[config.mk]
export PLATFORM = sky130hd
export DESIGN_NAME = traffic_signal_controller_param
export DESIGN_NICKNAME = d
export VERILOG_FILES = /design/src/rtl/traffic_pkg.sv /design/src/rtl/traffic_signal_controller_param_dwell_timer.sv /design/src/rtl/traffic_signal_controller_param.sv
export SDC_FILE = /design/constraint.sdc
export NUM_CORES = 1
export LEC_CHECK = 0
export BUFFER_PORTS_ARGS = -buffer_cell sky130_fd_sc_hd__buf_2
export CORE_MARGIN = 1.5
export CORE_UTILIZATION = 40
export DETAILED_ROUTE_END_ITERATION = 16
export GPL_TIMING_DRIVEN = 0
export PLACE_DENSITY = 0.55
export SLEW_MARGIN = 20
export SYNTH_ARGS = -nofsm -noshare
export SYNTH_HDL_FRONTEND = slang
export SYNTH_HIERARCHICAL = 1
export SYNTH_SLANG_ARGS = --single-unit
[constraint.sdc]
create_clock -name clock -period 3.3 [get_ports clock]
set_clock_uncertainty 0.1 [all_clocks]
set_input_delay 0.33 -clock clock [delete_from_list [all_inputs] [get_ports clock]]
set_output_delay 0.33 -clock clock [all_outputs]
set_load 0.005 [all_outputs]
[src/rtl/traffic_pkg.sv]
// Shared colour and state encodings for the highway/country signal controller,
// plus the state-to-lamp decode used by the registered outputs.
package traffic_pkg;

  localparam logic [1:0] RED    = 2'd0;
  localparam logic [1:0] YELLOW = 2'd1;
  localparam logic [1:0] GREEN  = 2'd2;

  typedef enum logic [2:0] {
    HG  = 3'd0,
    HY  = 3'd1,
    AR1 = 3'd2,
    CG  = 3'd3,
    CY  = 3'd4,
    AR2 = 3'd5,
    WK  = 3'd6
  } state_t;

  // Returns {hwy, cntry}; any unknown code shows highway green as the safe default.
  function automatic logic [3:0] lamps(input logic [2:0] s);
    case (s)
      HG:           lamps = {GREEN, RED};
      HY:           lamps = {YELLOW, RED};
      CG:           lamps = {RED, GREEN};
      CY:           lamps = {RED, YELLOW};
      AR1, AR2, WK: lamps = {RED, RED};
      default:      lamps = {GREEN, RED};
    endcase
  endfunction

endpackage

[src/rtl/traffic_signal_controller_param_dwell_timer.sv]
// Saturating dwell down-counter: loads on request, counts to zero and holds there.
// The reset value is a parameter so the first phase after clear is already timed.
module dwell_timer #(
  parameter int unsigned      CNT_W   = 8,
  parameter logic [CNT_W-1:0] RST_VAL = '0
) (
  input  logic             clock,
  input  logic             clear,
  input  logic             load,
  input  logic [CNT_W-1:0] load_val,
  output logic             expired
);

  logic [CNT_W-1:0] cnt_q;

  always_ff @(posedge clock or posedge clear) begin
    if (clear) begin
      cnt_q <= RST_VAL;
    end else if (load) begin
      cnt_q <= load_val;
    end else if (cnt_q != '0) begin
      cnt_q <= cnt_q - CNT_W'(1);
    end
  end

  assign expired = (cnt_q == '0);

endmodule

[src/rtl/traffic_signal_controller_param.sv]
// Two-road signal controller with parametrised dwell times and all-red clearance phases.
// Define PED_WALK_EN to add the pedestrian request input, walk output and WK phase.
module traffic_signal_controller_param
  import traffic_pkg::*;
#(
  parameter int unsigned CNT_W         = 8,
  parameter int unsigned Y2R_CYC       = 3,
  parameter int unsigned R2G_CYC       = 2,
  parameter int unsigned HWY_MIN_CYC   = 4,
  parameter int unsigned CNTRY_MAX_CYC = 10,
  parameter int unsigned WALK_CYC      = 5
) (
  input  logic       clock,
  input  logic       clear,
  input  logic       X,
  output logic [1:0] hwy,
  output logic [1:0] cntry,
  output logic [2:0] state_o
`ifdef PED_WALK_EN
  ,
  input  logic       ped_req,
  output logic       walk
`endif
);

  localparam logic [CNT_W-1:0] HwyMinM1   = CNT_W'(HWY_MIN_CYC - 1);
  localparam logic [CNT_W-1:0] Y2rM1      = CNT_W'(Y2R_CYC - 1);
  localparam logic [CNT_W-1:0] R2gM1      = CNT_W'(R2G_CYC - 1);
  localparam logic [CNT_W-1:0] CntryMaxM1 = CNT_W'(CNTRY_MAX_CYC - 1);
  localparam logic [CNT_W-1:0] WalkM1     = CNT_W'(WALK_CYC - 1);

  // Timer reload value on entry to a state: its dwell minus one.
  function automatic logic [CNT_W-1:0] dwell_m1(input state_t s);
    case (s)
      HG:       dwell_m1 = HwyMinM1;
      HY, CY:   dwell_m1 = Y2rM1;
      AR1, AR2: dwell_m1 = R2gM1;
      CG:       dwell_m1 = CntryMaxM1;
      WK:       dwell_m1 = WalkM1;
      default:  dwell_m1 = HwyMinM1;
    endcase
  endfunction

  state_t           state_q, state_d;
  logic             expired;
  logic             load;
  logic [CNT_W-1:0] load_val;
  logic             ped_pend;

`ifdef PED_WALK_EN
  logic ped_pend_q, ped_pend_d;
  assign ped_pend = ped_pend_q;
`else
  assign ped_pend = 1'b0;
`endif

  dwell_timer #(
    .CNT_W   (CNT_W),
    .RST_VAL (HwyMinM1)
  ) u_dwell_timer (
    .clock    (clock),
    .clear    (clear),
    .load     (load),
    .load_val (load_val),
    .expired  (expired)
  );

  always_comb begin
    state_d = state_q;
    case (state_q)
      HG:  if (expired && (X || ped_pend)) state_d = HY;
      HY:  if (expired) state_d = AR1;
      AR1: if (expired) state_d = CG;
      // Country green ends at once when the car leaves, else at the max-green limit.
      CG:  if (!X || expired) state_d = CY;
      CY:  if (expired) state_d = AR2;
      AR2: if (expired) state_d = ped_pend ? WK : HG;
`ifdef PED_WALK_EN
      WK:  if (expired) state_d = HG;
`endif
      default: state_d = HG;
    endcase
  end

  // Any state change reloads the timer in the same edge that commits the state.
  always_comb begin
    load     = (state_d != state_q);
    load_val = dwell_m1(state_d);
  end

`ifdef PED_WALK_EN
  // A request in the same cycle as WK entry wins over the clear.
  always_comb begin
    ped_pend_d = ((state_d == WK && state_q != WK) ? 1'b0 : ped_pend_q) | ped_req;
  end
`endif

  always_ff @(posedge clock or posedge clear) begin
    if (clear) begin
      state_q <= HG;
      hwy     <= GREEN;
      cntry   <= RED;
`ifdef PED_WALK_EN
      ped_pend_q <= 1'b0;
      walk       <= 1'b0;
`endif
    end else begin
      state_q        <= state_d;
      {hwy, cntry}   <= lamps(state_d);
`ifdef PED_WALK_EN
      ped_pend_q <= ped_pend_d;
      walk       <= (state_d == WK);
`endif
    end
  end

  assign state_o = state_q;

endmodule

Yosys cells after proc, flatten, opt, wreduce, memory -nomap -nowiden
Cells that the tools add are included.

storage, ports and cells
  register bits = 15
  input port bits = 3
  logic and storage cells = 38

operators by class
  add/subtract/negate cells = 1
  eq/ne operators = 12
  multiplexer cells = 11
  reductions and logical operators = 10

operators with widths
  kind                 number
  $pmux 4 s4           2
  $mux 3               6
  $pmux 3 s6           1
  $mux 8               2
  $eq 3x3->1 const B   5
  $eq 3x2->1 const B   4
  $logic_not 8->1      1
  $reduce_bool 8->1    1
  $sub 8x1->8 const B  1
  $eq 3x1->1 const B   2
  $reduce_or 2->1      2
  $logic_not 3->1      1
  $ne 3x3->1           1
  $reduce_or 3->1      1
  $reduce_bool 2->1    1
  $logic_and 1x1->1    1
  $logic_not 1->1      1
  $logic_or 1x1->1     1

Logic depth before layout (Yosys ltp)
  depth in word-level cells = 8
  depth in mapped cells = 12

By module
The synthesis kept the hierarchy.

by module, submodules not included
  module                           instances  cells each  area each (µm²)  sequential area each (µm²)
  dwell_timer                      1          56          499.2            202.7
  traffic_signal_controller_param  1          43          421.7            176.4

Worst setup path after synthesis
No wires, ideal clock.

  kind = reg2reg
  start = reg u_dwell_timer.cnt_q[0]
  end = reg u_dwell_timer.cnt_q[6]
  arrival time = 2.482 ns
  required time = 3.123 ns
  slack = 0.640 ns
  stages on the path, launching flop included = 13
  clock period less this slack = 2.660 ns
  cells stage by stage = dfstp_2 > inv_1 > ha_1 > or4b_1 > buf_2 > nor2_2 > buf_6 > o31a_1 > o22a_1 > buf_1 > clkbuf_1 > a31oi_1 > a21oi_1

on the way
  word-level cells in the longest chain between the ends = 6

RTL lines
  element                                                       line                                                                          source
  from (decl)                                                   traffic_signal_controller_param_dwell_timer.sv:14                             logic [CNT_W-1:0] cnt_q;
  from (signal assigned)                                        traffic_signal_controller_param_dwell_timer.sv:20                             cnt_q <= load_val;
  from (signal assigned)                                        traffic_signal_controller_param_dwell_timer.sv:22                             cnt_q <= cnt_q - CNT_W'(1);
  $logic_not 8->1 *                                             traffic_signal_controller_param_dwell_timer.sv:26                             assign expired = (cnt_q == '0);
  net expired                                                   traffic_signal_controller_param.sv:45                                         logic expired;
  $logic_or 1x1->1 / $logic_and 1x1->1 (equally long branches)  traffic_signal_controller_param.sv:75, traffic_signal_controller_param.sv:71
  $mux 3, on equally long branches                              traffic_signal_controller_param.sv:75, traffic_signal_controller_param.sv:71
  $pmux 3 s6 *                                                  traffic_signal_controller_param.sv:70                                         case (state_q)
  $ne 3x3->1 *                                                  traffic_signal_controller_param.sv:87                                         load = (state_d != state_q);
  net load                                                      traffic_signal_controller_param.sv:46                                         logic load;
  $mux 8 / $reduce_bool 2->1 (equally long branches)            -

The timed path passes the listed nets; every way through them passes the cells marked *. The select of a mux whose other input is x is not followed.
A chain may end at the register's enable or synchronous reset.

Worst setup path in the final report
Same ends and word-level chain as after synthesis.

==> impl_results.md <==
* Residual DRC at 0
* Status: finished clean
* GR Overflow Total at 0
* Core area at 2190 sq um
* # H-tree levels at 1
* Worst Setup SP: u_dwell_timer/cnt_q[0]
* CTS tree: done
* Worst skew pair latency at about 290 ps
* Syn_area_per_cell at 9.30 sq um
* First-pass GRT wire length at ~3300 um
* Startpoint Class: flip-flop
* Yosys reg bits at 15
* Arrival time worst endpoint at about 3200 ps
* Bufs and invs on worst path at 5
* Global placer's final weighted congestion at around 0.8
* Area grow syn2layout at 14.4%
* Rows at 17
* Pint at 0.524 mW
* Power per cell area at around 840 nW/um^2
* R2r startpoint: u_dwell_timer/cnt_q[0]
* Number of max-slew violations in the final report at 0
* R2r setup slk at about 250 ps
* Reg power frac at slightly below 40%
* Crit path time final at about 3000 ps
* Top Ports at 10
* Switching power at 0.360 mW
* Hold Vio Cnt, Final at 0
* Clock tree root buffer cell: clkbuf_4
* Hold slack at 331 ps
* Largest net degree at the start of global routing at 11
* CTS max path bufs at 2
* CP Capture Type: flip-flop
* Worst Max-Slew Pin Slew at 593 ps
* Drt wl/cell at around 13 um
* Cell Chain, Critical Path: inv_1 -> ha_1 -> or4b_1 -> buf_2 -> nor2_2 -> buf_6 -> o31a_1 -> o22a_1 -> buf_1 -> clkbuf_2 -> a31oi_1 -> a21oi_1
* Design area at around 1100 sq um
* Worst reg2reg path depth at 12
* ANT nets after route at 0
* Worst EP required at approximately 3400 ps
* Slowest stage delay, CP at about 440 ps
* Delay-heaviest family, CP: buffers and inverters
* Antenna cells at 0
* Crit-path max FO at 10
* Mapped Area at around 920 sq um
* Combinational Power Share at between 40% and 50%
* VDD IR max at a little under 0.4 mV
* Clock Sinks at 15
* RSZ-0062 raised after global routing: no
* Gate Count Post-Synth at 99
* Die Y at just over 50 um
* Via count of the first global-routing pass at 706
* Port buffer count at 9
* Maximum capacitance violations at 0
* Detailed placer's ending HPWL at between 1000 and 1500 um
* Sequential area share after synthesis at around two fifths
* # Post-CTS Setup Buffers at 0
* Post-Route WL at 1890 um
* Antenna violations before repair at 0
* Share of cells above drive strength 1 at about a quarter
* Critical Path Sink: u_dwell_timer/cnt_q[6]
* CP Depth at 12
* HP Class: in2reg
* Hold path start: X
* Initial core utilization at 42.0%
* Ys async rst share at 100%
* Sw Ratio at 40.7%
* Iteration-0 DRC Markers at 22
* Syn. warnings at 6
* Post-synth EDFFs at 0
* All-Layer GR Usage at roughly 17%
* Post-route setup TNS at 0 ps
* Slew Limit Headroom at about three fifths
* Die width at approximately 51 um
* Period Utilization, post-route at between 90% and 100%
* Setup violators final at 0
* Cell variety after synth at 47
* Drt via density at 5.52
* Cell Area, Placed at 1020 sq um
* Peak Freq at between 300 and 400 MHz
* Setup CP Type: reg2reg
* Clock-pin slew on the worst setup and hold paths at around 90 ps
* Initial DRT Pass Iterations at 4
* Cts bufs inserted at 3
* LEAKAGE at 0.486 nW
* DR vias at 801
* Crit path max-delay cell type: or4b_1
* Clock power share at roughly an eighth
* Top FF cell, synth: dfrtp_1
* Die Footprint at 2600 sq um
* Final nets at around 120
* Worst R2R End: u_dwell_timer/cnt_q[6]
per-layer routing:
metal,track usage (%),vias to the layer above,wire [um]
met5,0,-,0
met4,9.46,0,36
met3,4.39,4,96
met2,23.2,28,735
met1,25.3,373,1020
li1,-,396,-
kinds of logic (layout without fill, tap and decap cells):
family / after synthesis / in the layout / share of synthesized area [%]
and+or+nand+nor: 34 / 34 / 21.5
AOI/OAI and AO/OA: 32 / 32 / 26.2
DFF: 15 / 15 / 41.2
buffers and inverters: 14 / 28 / 7.47
xor gates and xnor gates: 2 / 2 / 1.90
adders and majority gates: 1 / 1 / 1.36
other: 1 / 5 / 0.407
worst min-delay path: cells and delay by family:
kind            cells  cell delay, ps
buf+inv             1             160
compound gates      2             210
cells in the mapped netlist, drive strengths merged, types with 2 or more instances:
| cell type | n | share of area, % |
|---|---|---|
| dfrtp | 12 | 33 |
| inv | 8 | 3.3 |
| nor2 | 6 | 2.7 |
| nor3 | 6 | 3.3 |
| a21oi | 5 | 3.1 |
| buf | 5 | 3.8 |
| o21ai | 5 | 3.1 |
| o31ai | 5 | 4.1 |
| nand2 | 4 | 1.6 |
| nand2b | 4 | 2.7 |
| and3 | 3 | 2.0 |
| dfstp | 3 | 8.6 |
| a311oi | 2 | 2.6 |
| a31oi | 2 | 1.4 |
| nor2b | 2 | 1.4 |
| o22ai | 2 | 1.4 |
| o31a | 2 | 1.9 |
| xnor2 | 2 | 1.9 |
power by group through the flow:
| stage | logic (mW) | clock network (mW) | registers [mW] |
|---|---|---|---|
| final | 0.429 | 0.106 | 0.348 |
| after global routing | 0.479 | 0.119 | 0.362 |
| after CTS | 0.423 | 0.111 | 0.346 |
| after detailed placement | 0.417 | 0 | 0.350 |
| after global placement | 0.421 | 0 | 0.348 |
| after floorplan | 0.331 | 0 | 0.336 |
how the worst min path moves through the flow:
stage                     endpoint  cells past startpoint  slack (ps)
after floorplan           cntry[0]                      1          30
after global placement    cntry[1]                      2         170
after detailed placement  cntry[1]                      2         170
after CTS                   hwy[1]                      3         320
after global routing        hwy[1]                      3         340
final                       hwy[1]                      3         330
per-stage QoR:
step	instances	utilization, %	power, mW	setup WS (ps)
after global placement	140	46.4	0.768	147
after global routing	145	48.1	0.960	53.3
after CTS	145	48.0	0.880	180
after floorplan	103	-	0.667	640
after detailed placement	140	46.4	0.768	218
final	145	48.1	0.884	254
area by class of cell:
type | instances | area [sq um]
Buffer | 6 | 40.0
Clock buffer | 4 | 26.3
Fill cell | 205 | 1140
Inverter | 8 | 30.0
Multi-Input combinational cell | 74 | 488
Sequential cell | 15 | 379
Tap cell | 28 | 35.0
Timing Repair Buffer | 10 | 55.1
what timing repair did:
| action | 4_1_cts | 5_1_grt |
|---|---|---|
| gates resized for setup | 0 | 2 |
| hold buffers | 1 | 0 |
| setup endpoints to repair | 0 | 6 |
| endpoints found under the hold margin | 12 | 0 |
cells in the final DEF, fill, tap and decap left out, types with 3 or more instances in the layout:
cell type,netlist,final
dfrtp_1,12,12
and3_1,3,3
o31ai_1,5,5
a21oi_1,4,4
nand2b_1,4,4
conb_1,1,5
inv_1,8,8
dfstp_2,3,3
nor3_1,6,6
nand2_1,4,4
nor2_1,5,5
clkbuf_4,0,3
buf_2,1,10
o21ai_0,3,3
sequential cells by signal, summed over array words and instances (netlist names):
register	count
hwy	2
state_o	3
u_dwell_timer/cnt_q	8
cntry	2
Note: power is estimated with default switching activity, not from simulation.
